[src/rtl/mtsp_ew_arbiter.sv]
`default_nettype none
// ============================================================================
// Module   : mtsp_ew_arbiter
// Purpose  : External-write arbiter for the MTSP GPR file. Each producer
//            channel posts masked 4-lane writes into a private FIFO; a
//            fixed-priority or round-robin arbiter drains one entry per cycle
//            onto a registered GPR write port.
// Revision : 1.0 - initial release
// ============================================================================
module mtsp_ew_arbiter #(
  parameter int CH_COUNT   = 3,
  parameter int FIFO_DEPTH = 4,
  parameter int ADDR_WIDTH = 6,
  parameter int LANE_WIDTH = 32,
  parameter int ARB_MODE   = 0
) (
  input  logic                             CLK,
  input  logic                             RST,
  input  logic [CH_COUNT-1:0]              CH_nEN,
  input  logic [4*CH_COUNT-1:0]            CH_MASK,
  input  logic [ADDR_WIDTH*CH_COUNT-1:0]   CH_ADDR,
  input  logic [4*LANE_WIDTH*CH_COUNT-1:0] CH_DATA,
  output logic [CH_COUNT-1:0]              CH_FULL,
  output logic                             EW_nEN,
  output logic [3:0]                       EW_MASK,
  output logic [ADDR_WIDTH-1:0]            EW_ADDR,
  output logic [4*LANE_WIDTH-1:0]          EW_DATA,
  output logic                             OVERFLOW
);

  localparam int CNT_W  = $clog2(FIFO_DEPTH + 1);
  localparam int PTR_W  = $clog2(FIFO_DEPTH);
  localparam int IDX_W  = (CH_COUNT > 1) ? $clog2(CH_COUNT) : 1;
  localparam int DATA_W = 4 * LANE_WIDTH;
  localparam int ENT_W  = 4 + ADDR_WIDTH + DATA_W;

  logic [CH_COUNT-1:0] push;
  logic [CH_COUNT-1:0] pop;
  logic [CH_COUNT-1:0] drop;
  logic [CH_COUNT-1:0] nonempty;
  logic [ENT_W-1:0]    head [CH_COUNT];

  logic                grant_valid;
  logic [IDX_W-1:0]    grant_idx;
  logic [IDX_W-1:0]    last_grant;
  logic [ENT_W-1:0]    grant_entry;

  for (genvar c = 0; c < CH_COUNT; c++) begin : g_ch
    logic [ENT_W-1:0] mem [FIFO_DEPTH];
    logic [PTR_W-1:0] wr_ptr;
    logic [PTR_W-1:0] rd_ptr;
    logic [CNT_W-1:0] count;
    logic [CNT_W-1:0] count_next;
    logic             full_r;
    logic [3:0]       mask;
    logic             req_valid;

    // A request with every lane masked writes nothing, so it is not a request.
    assign mask        = CH_MASK[c*4 +: 4];
    assign req_valid   = !CH_nEN[c] && (mask != 4'b1111);
    // Full is judged on the registered flag, so a same-cycle pop cannot rescue a push.
    assign push[c]     = req_valid && !full_r;
    assign drop[c]     = req_valid && full_r;
    assign pop[c]      = grant_valid && (grant_idx == IDX_W'(c));
    assign nonempty[c] = (count != '0);
    assign head[c]     = mem[rd_ptr];
    assign CH_FULL[c]  = full_r;

    // Occupancy after this edge's push and pop.
    always_comb begin
      count_next = count;
      case ({push[c], pop[c]})
        2'b10:   count_next = count + CNT_W'(1);
        2'b01:   count_next = count - CNT_W'(1);
        default: count_next = count;
      endcase
    end

    // Pointer, count and full-flag registers for this channel.
    always_ff @(posedge CLK or posedge RST) begin
      if (RST) begin
        wr_ptr <= '0;
        rd_ptr <= '0;
        count  <= '0;
        full_r <= 1'b0;
      end else begin
        if (push[c]) wr_ptr <= wr_ptr + PTR_W'(1);
        if (pop[c])  rd_ptr <= rd_ptr + PTR_W'(1);
        count  <= count_next;
        full_r <= (count_next == CNT_W'(FIFO_DEPTH));
      end
    end

    // Entry storage; contents need no reset because count gates visibility.
    always_ff @(posedge CLK) begin
      if (push[c]) begin
        mem[wr_ptr] <= {mask, CH_ADDR[c*ADDR_WIDTH +: ADDR_WIDTH],
                        CH_DATA[c*DATA_W +: DATA_W]};
      end
    end
  end

  // Pick one non-empty channel: lowest index, or rotating from last_grant+1.
  always_comb begin
    int cand;
    grant_valid = 1'b0;
    grant_idx   = '0;
    cand        = 0;
    for (int i = 0; i < CH_COUNT; i++) begin
      cand = (ARB_MODE == 1) ? ((int'(last_grant) + 1 + i) % CH_COUNT) : i;
      if (!grant_valid && nonempty[cand]) begin
        grant_valid = 1'b1;
        grant_idx   = IDX_W'(cand);
      end
    end
  end

  assign grant_entry = head[grant_idx];

  // Registered GPR write port, rotation pointer and sticky overflow flag.
  always_ff @(posedge CLK or posedge RST) begin
    if (RST) begin
      EW_nEN     <= 1'b1;
      EW_MASK    <= 4'b1111;
      EW_ADDR    <= '0;
      EW_DATA    <= '0;
      OVERFLOW   <= 1'b0;
      last_grant <= IDX_W'(CH_COUNT - 1);
    end else begin
      OVERFLOW <= OVERFLOW | (|drop);
      if (grant_valid) begin
        EW_nEN                      <= 1'b0;
        {EW_MASK, EW_ADDR, EW_DATA} <= grant_entry;
        last_grant                  <= grant_idx;
      end else begin
        EW_nEN  <= 1'b1;
        EW_MASK <= 4'b1111;
      end
    end
  end

endmodule
`default_nettype wire

[config.mk]
export PLATFORM = sky130hd
export DESIGN_NAME = mtsp_ew_arbiter
export DESIGN_NICKNAME = d
export VERILOG_FILES = /design/src/rtl/mtsp_ew_arbiter.sv
export SDC_FILE = /design/constraint.sdc
export NUM_CORES = 2
export LEC_CHECK = 0
export ABC_AREA = 1
export CORE_MARGIN = 3
export CORE_UTILIZATION = 45
export CTS_CLUSTER_DIAMETER = 30
export DETAILED_ROUTE_END_ITERATION = 12
export GPL_TIMING_DRIVEN = 1
export PLACE_DENSITY_LB_ADDON = 0.12
export SLEW_MARGIN = 30
export SYNTH_ARGS = -nofsm -noshare
export SYNTH_HDL_FRONTEND = slang
export SYNTH_SLANG_ARGS = --single-unit
[constraint.sdc]
create_clock -name CLK -period 19.5 [get_ports CLK]
set_clock_uncertainty 0.1 [all_clocks]
set_input_delay 3.9 -clock CLK [delete_from_list [all_inputs] [get_ports CLK]]
set_output_delay 3.9 -clock CLK [all_outputs]
set_load 0.03 [all_outputs]
# ---- After elaboration in Yosys (flattened, before gate mapping)
# Memories as Yosys holds them, arrays and structs flattened.
# Index checks and enable logic that the tools add are counted.
dict set report word_totals {
  wordCells 95
  out_inout_bits 143
  ram_bits 1656
  inputBits 419
  reg_bits 164
  memories 3
}
# memory words width rd rd_clocked_by_memory_dff write_ports line_no
set mem_list {}
lappend mem_list {{g_ch[0].mem} 4 138 1 0 1 49} ;# logic [ENT_W-1:0] mem [FIFO_DEPTH];
lappend mem_list {{g_ch[1].mem} 4 138 1 0 1 49}
lappend mem_list {{g_ch[2].mem} 4 138 1 0 1 49}
dict set report op_classes {
  mux 19
  magnitude_cmp 1
  n_reduce_logical 27
  addsub 12
  n_eq_ne 14
  n_bitwise 2
}
# operator count
set op_table {}
lappend op_table {{138-bit binary-select mux with 2-bit select} 1}
lappend op_table {{138-bit 2-to-1 mux} 2}
lappend op_table {{3-bit case mux with 2 select lines} 3}
lappend op_table {{1-bit logical AND} 14}
lappend op_table {{2-bit by 1-bit adder with 2-bit output (second input constant)} 6}
lappend op_table {{4-bit inequality test (second input constant)} 3}
lappend op_table {{1-bit 2-to-1 mux} 11}
lappend op_table {{3-bit by 1-bit adder with 3-bit output (second input constant)} 3}
lappend op_table {{3-bit equality test (second input constant)} 3}
lappend op_table {{3-bit nonzero test} 3}
lappend op_table {{3-bit by 1-bit subtractor with 3-bit output (second input constant)} 3}
lappend op_table {{2-bit by 1-bit equality test with 1-bit output (second input constant)} 4}
lappend op_table {{2-bit equality test (second input constant)} 4}
lappend op_table {{1-bit zero test} 8}
lappend op_table {{4-bit 2-to-1 mux} 1}
lappend op_table {{3-bit greater-or-equal comparator (second input constant)} 1}
lappend op_table {{2-bit inverter with 3-bit output} 1}
lappend op_table {{3-bit OR reduction} 1}
lappend op_table {{2-bit zero test} 1}
lappend op_table {{2-bit 2-to-1 mux} 1}
lappend op_table {{1-bit OR} 1}

# ---- Longest topological paths before layout
dict set report logic_depth {
  depth_word 13
  ltp_mapped 15
  ltp_nobuf 14
}

# ---- Least setup slack after synthesis
# Ideal clock, no wire load.
dict set report synth_path {
  kind {in2reg}
  start {input CH_MASK[3]}
  end {memory g_ch[0].mem[0][0] in the netlist's numbering (enable)}
  setup_slack_ns 8.752
  n_path_buf 0
  path_stages 3
  arrival_time_ns 10.010
  cell_sequence {nand4_1 > nand3b_1 > nor2_1}
}
dict set report synth_between {
  elab_chain_cells 5
}
# element line_no
set synth_rtl {}
lappend synth_rtl {{start: declaration} 20} ;# input logic [4*CH_COUNT-1:0] CH_MASK,
lappend synth_rtl {{4-bit inequality test} 60} ;# assign req_valid = !CH_nEN[c] && (mask != 4'b1111);
lappend synth_rtl {{1-bit logical AND} 60}
lappend synth_rtl {{1-bit logical AND} 62} ;# assign push[c] = req_valid && !full_r;
lappend synth_rtl {{1-bit 2-to-1 mux} 96} ;# if (push[c]) begin
lappend synth_rtl {{1-bit 2-to-1 mux (implied by the code)} 97} ;# mem[wr_ptr] <= {mask, CH_ADDR[c*ADDR_WIDTH +: ADDR_WIDTH],
lappend synth_rtl {{end: declaration} 49}
# No other way between the ends.

# ---- Worst setup path in the final report
dict set report layout_path {
  start {input CH_MASK[11]}
  end {memory g_ch[2].mem[1][82] in the netlist's numbering (enable)}
}
dict set report layout_between {
  elab_chain_cells 5
}
# element line_no
set layout_rtl {}
lappend layout_rtl {{4-bit inequality test} 60}
lappend layout_rtl {{1-bit logical AND} 60}
lappend layout_rtl {{1-bit logical AND} 62}
lappend layout_rtl {{1-bit 2-to-1 mux} 96}
lappend layout_rtl {{1-bit 2-to-1 mux (implied by the code)} 97}
lappend layout_rtl {{end: declaration} 49}
# No other way between the ends.

==> summary.txt <==
Status
  – Status: completed

Placed design
  – Gpl congestion: 0.834
  – Buffers on Ports: 561
  – Placed Cells: 9215
  – Final HPWL DP: 143 mm

Logic synthesis
  – Yosys top cell area share: 0.667
  – Mapped Area: 74500 sq um
  – Cell taking the most area after synthesis: edfxtp_1
  – Post-synthesis sequential area ratio: 0.722
  – Syn Area/Cell: 11.0 sq um
  – Yosys reg bits: 1820
  – Post-synth cell types: 27
  – Gate Count Post-Synth: 6771
  – Synth Warn #: 0
  – Top cells by area, synth: edfxtp_1 (67%), nand2_1 (12%), nand3_1 (5.7%)
  – Post-Synthesis Net Count: 7208

Clock network
  – Skew-Pair Late Insertion Delay: 920 ps
  – CTS buffer count: 408
  – Root buf cell: clkbuf_16
  – CTS tree: done
  – Hold-fix buffers, CTS: 0
  – Reg clk slew, reported paths: 40 ps
  – Post-CTS Resized: 0
  – CTS Sinks: 1820
  – Setup Fix Bufs, Post-CTS: 0
  – Clk buf depth: 4
  – H-tree levels: 5

Layout
  – Final cell count without fillers: 9983
  – Most common cell after layout, fill and taps aside: nand2_1
  – Layout fillers: 13202
  – Layout cells sized above 1: 0.104
  – Nets: 7891
  – Most frequent cells in the layout: nand2_1 (2361), edfxtp_1 (1656), nand3_1 (848), inv_1 (618), clkdlybuf4s50_1 (561)
  – Area Overhead vs Synth: 29.2%

Drt
  – WL final: 231 mm
  – DRC viols: 0
  – Routed Antenna Nets: 0
  – WL/cell: 23.1 um
  – Vias per cell: 5.15
  – Via Count: 51388
  – DRT Pass-1 Iters: 6
  – Detailed Route Iter0 Violations: 5183

Power and ir drop
  – Static leakage: 39.4 nW
  – P per Cell Area: 178 nW/um^2
  – Max VDD drop: 0.129 mV

Global route
  – GR Overflow Total: 0
  – Gr usage total: 0.267
  – First-pass GRT wire length: 331 mm
  – Initial antenna violation count: 67
  – Vias in the first global route: 48439
  – Largest net degree at the start of global routing: 135

Timing
  – Rel. slew slack: 0.312
  – Final worst-path cycle share: 0.346
  – RSZ-0062 raised after global routing: false
  – Final Slew Violations: 0
  – Actual slew at the worst max-slew pin: 1030 ps
  – Final Hold Viols: 0
  – Fin crit period: 6740 ps
  – Setup_tns: 0 ps
  – Final setup viols: 0
  – Max Clock Freq: 0.148 GHz

Setup path
  – Startpoint types: input port
  – Crit path max fanout: 45
  – CP Data Arrival Time: 7170 ps
  – Crit Path Category: in2reg
  – Required @ worst endpoint: 19930 ps
  – CP endpoint kind: flop

Floorplanning
  – Initial Util: 0.455
  – I/O pin cnt: 562
  – Die height: 413 um
  – Core area: 164000 sq um
  – Die width: 413 um
  – Die area: 171000 sq um
  – FP Rows: 148

Worst hold path
  – Worst hold path class: reg2reg

Job
  – # Max-Cap Violations: 0
==> state kept, by name, summed over array words and instances, names as in the netlist <==
register / count
EW_DATA: 128
g_ch.full_r: 3
EW_nEN: 1
g_ch.count: 9
g_ch.rd_ptr: 6
g_ch.wr_ptr: 6
EW_ADDR: 6
g_ch.mem: 1656
OVERFLOW: 1
EW_MASK: 4
==> cell families (layout without fill, tap and decap cells) <==
| kind of cell | after synthesis | in the layout | synth area share |
|---|---|---|---|
| AOI/OAI and AO/OA | 189 | 189 | 0.0128 |
| xor gates and xnor gates | 12 | 12 | 0.00141 |
| adders and majority gates | 18 | 18 | 0.00332 |
| DFF | 1820 | 1820 | 0.722 |
| other | 0 | 31 | 0 |
| and+or+nand+nor | 3744 | 3744 | 0.207 |
| buffers and inverters | 988 | 1994 | 0.0528 |
==> metrics by stage <==
stage	hold WS [ps]	worst slack (ps)	utilization	instance area, sq um	power (mW)
detailed placement	387	11850	0.502	82200	10.3
global placement	391	11870	0.501	82000	10.3
global route	427	12620	0.588	96200	18.0
CTS	397	12810	0.587	96100	17.3
finish	400	12760	0.588	96300	17.2
floorplan	366	8750	-	74500	8.47
==> area by class of cell <==
type / instances / area (sq um) / share of cell area
inverter: 630 / 2420 / 0.0251
clock inverter: 242 / 3050 / 0.0317
sequential: 1820 / 53900 / 0.559
timing repair buffer: 631 / 6400 / 0.0665
multi-input combinational: 3963 / 16900 / 0.175
clock buffer: 491 / 10900 / 0.113
antenna: 31 / 77.6 / 0.000806
tap: 2175 / 2720 / 0.0283
==> final timing paths <==
kind                                        start                 end  slack [ps]  cells past startpoint
worst max-delay path                  CH_MASK[11]  g_ch[2].mem[1][82]       12760                      6
worst min-delay path             g_ch[0].count[2]    g_ch[0].count[2]         400                      1
worst max register to register  g_ch[0].rd_ptr[0]        EW_DATA[116]       15270                     10
worst min register to register   g_ch[0].count[2]    g_ch[0].count[2]         400                      1
max in group asynchronous                     RST          EW_DATA[9]       14480                      6
min in group asynchronous                     RST         EW_DATA[38]        3270                      2
==> cell usage after synthesis <==
master	count
buf_2	155
nand2_1	2362
fa_1	3
inv_1	620
o21ai_1	6
a21oi_1	106
o211ai_1	4
buf_4	8
clkbuf_1	149
buf_1	46
nand4_1	4
xor2_1	6
nand2_2	5
nor2_4	1
edfxtp_1	1656
nand3b_1	41
inv_2	8
clkinv_1	2
dfrtp_1	159
nor2_1	423
or2_2	59
ha_1	15
nor3_4	1
o21ai_0	73
dfstp_2	5
xnor2_1	6
nand3_1	848
==> worst max-delay path, stage by stage <==
cell and delay (ps):
clkdlybuf4s50_1 510, nand4_1 180, nand3b_1 430, nor2_4 810
buf_4 590, buf_4 690
==> power by group <==
group | switching, mW | internal (mW) | total (mW)
Combinational | 3.42 | 1.31 | 4.73
Clock | 2.11 | 4.75 | 6.86
Sequential | 0.413 | 5.17 | 5.58
Total | 5.94 | 11.2 | 17.2
==> routing by layer <==
layer  GRT usage  vias up  share of wire
met3      0.0625      339          0.085
met4      0.0831       22          0.024
met5           0        -        0.00061
li1            -    23959              -
met1       0.393    24993           0.44
met2       0.394     2075           0.45
Note: power is estimated with default switching activity, not from simulation.
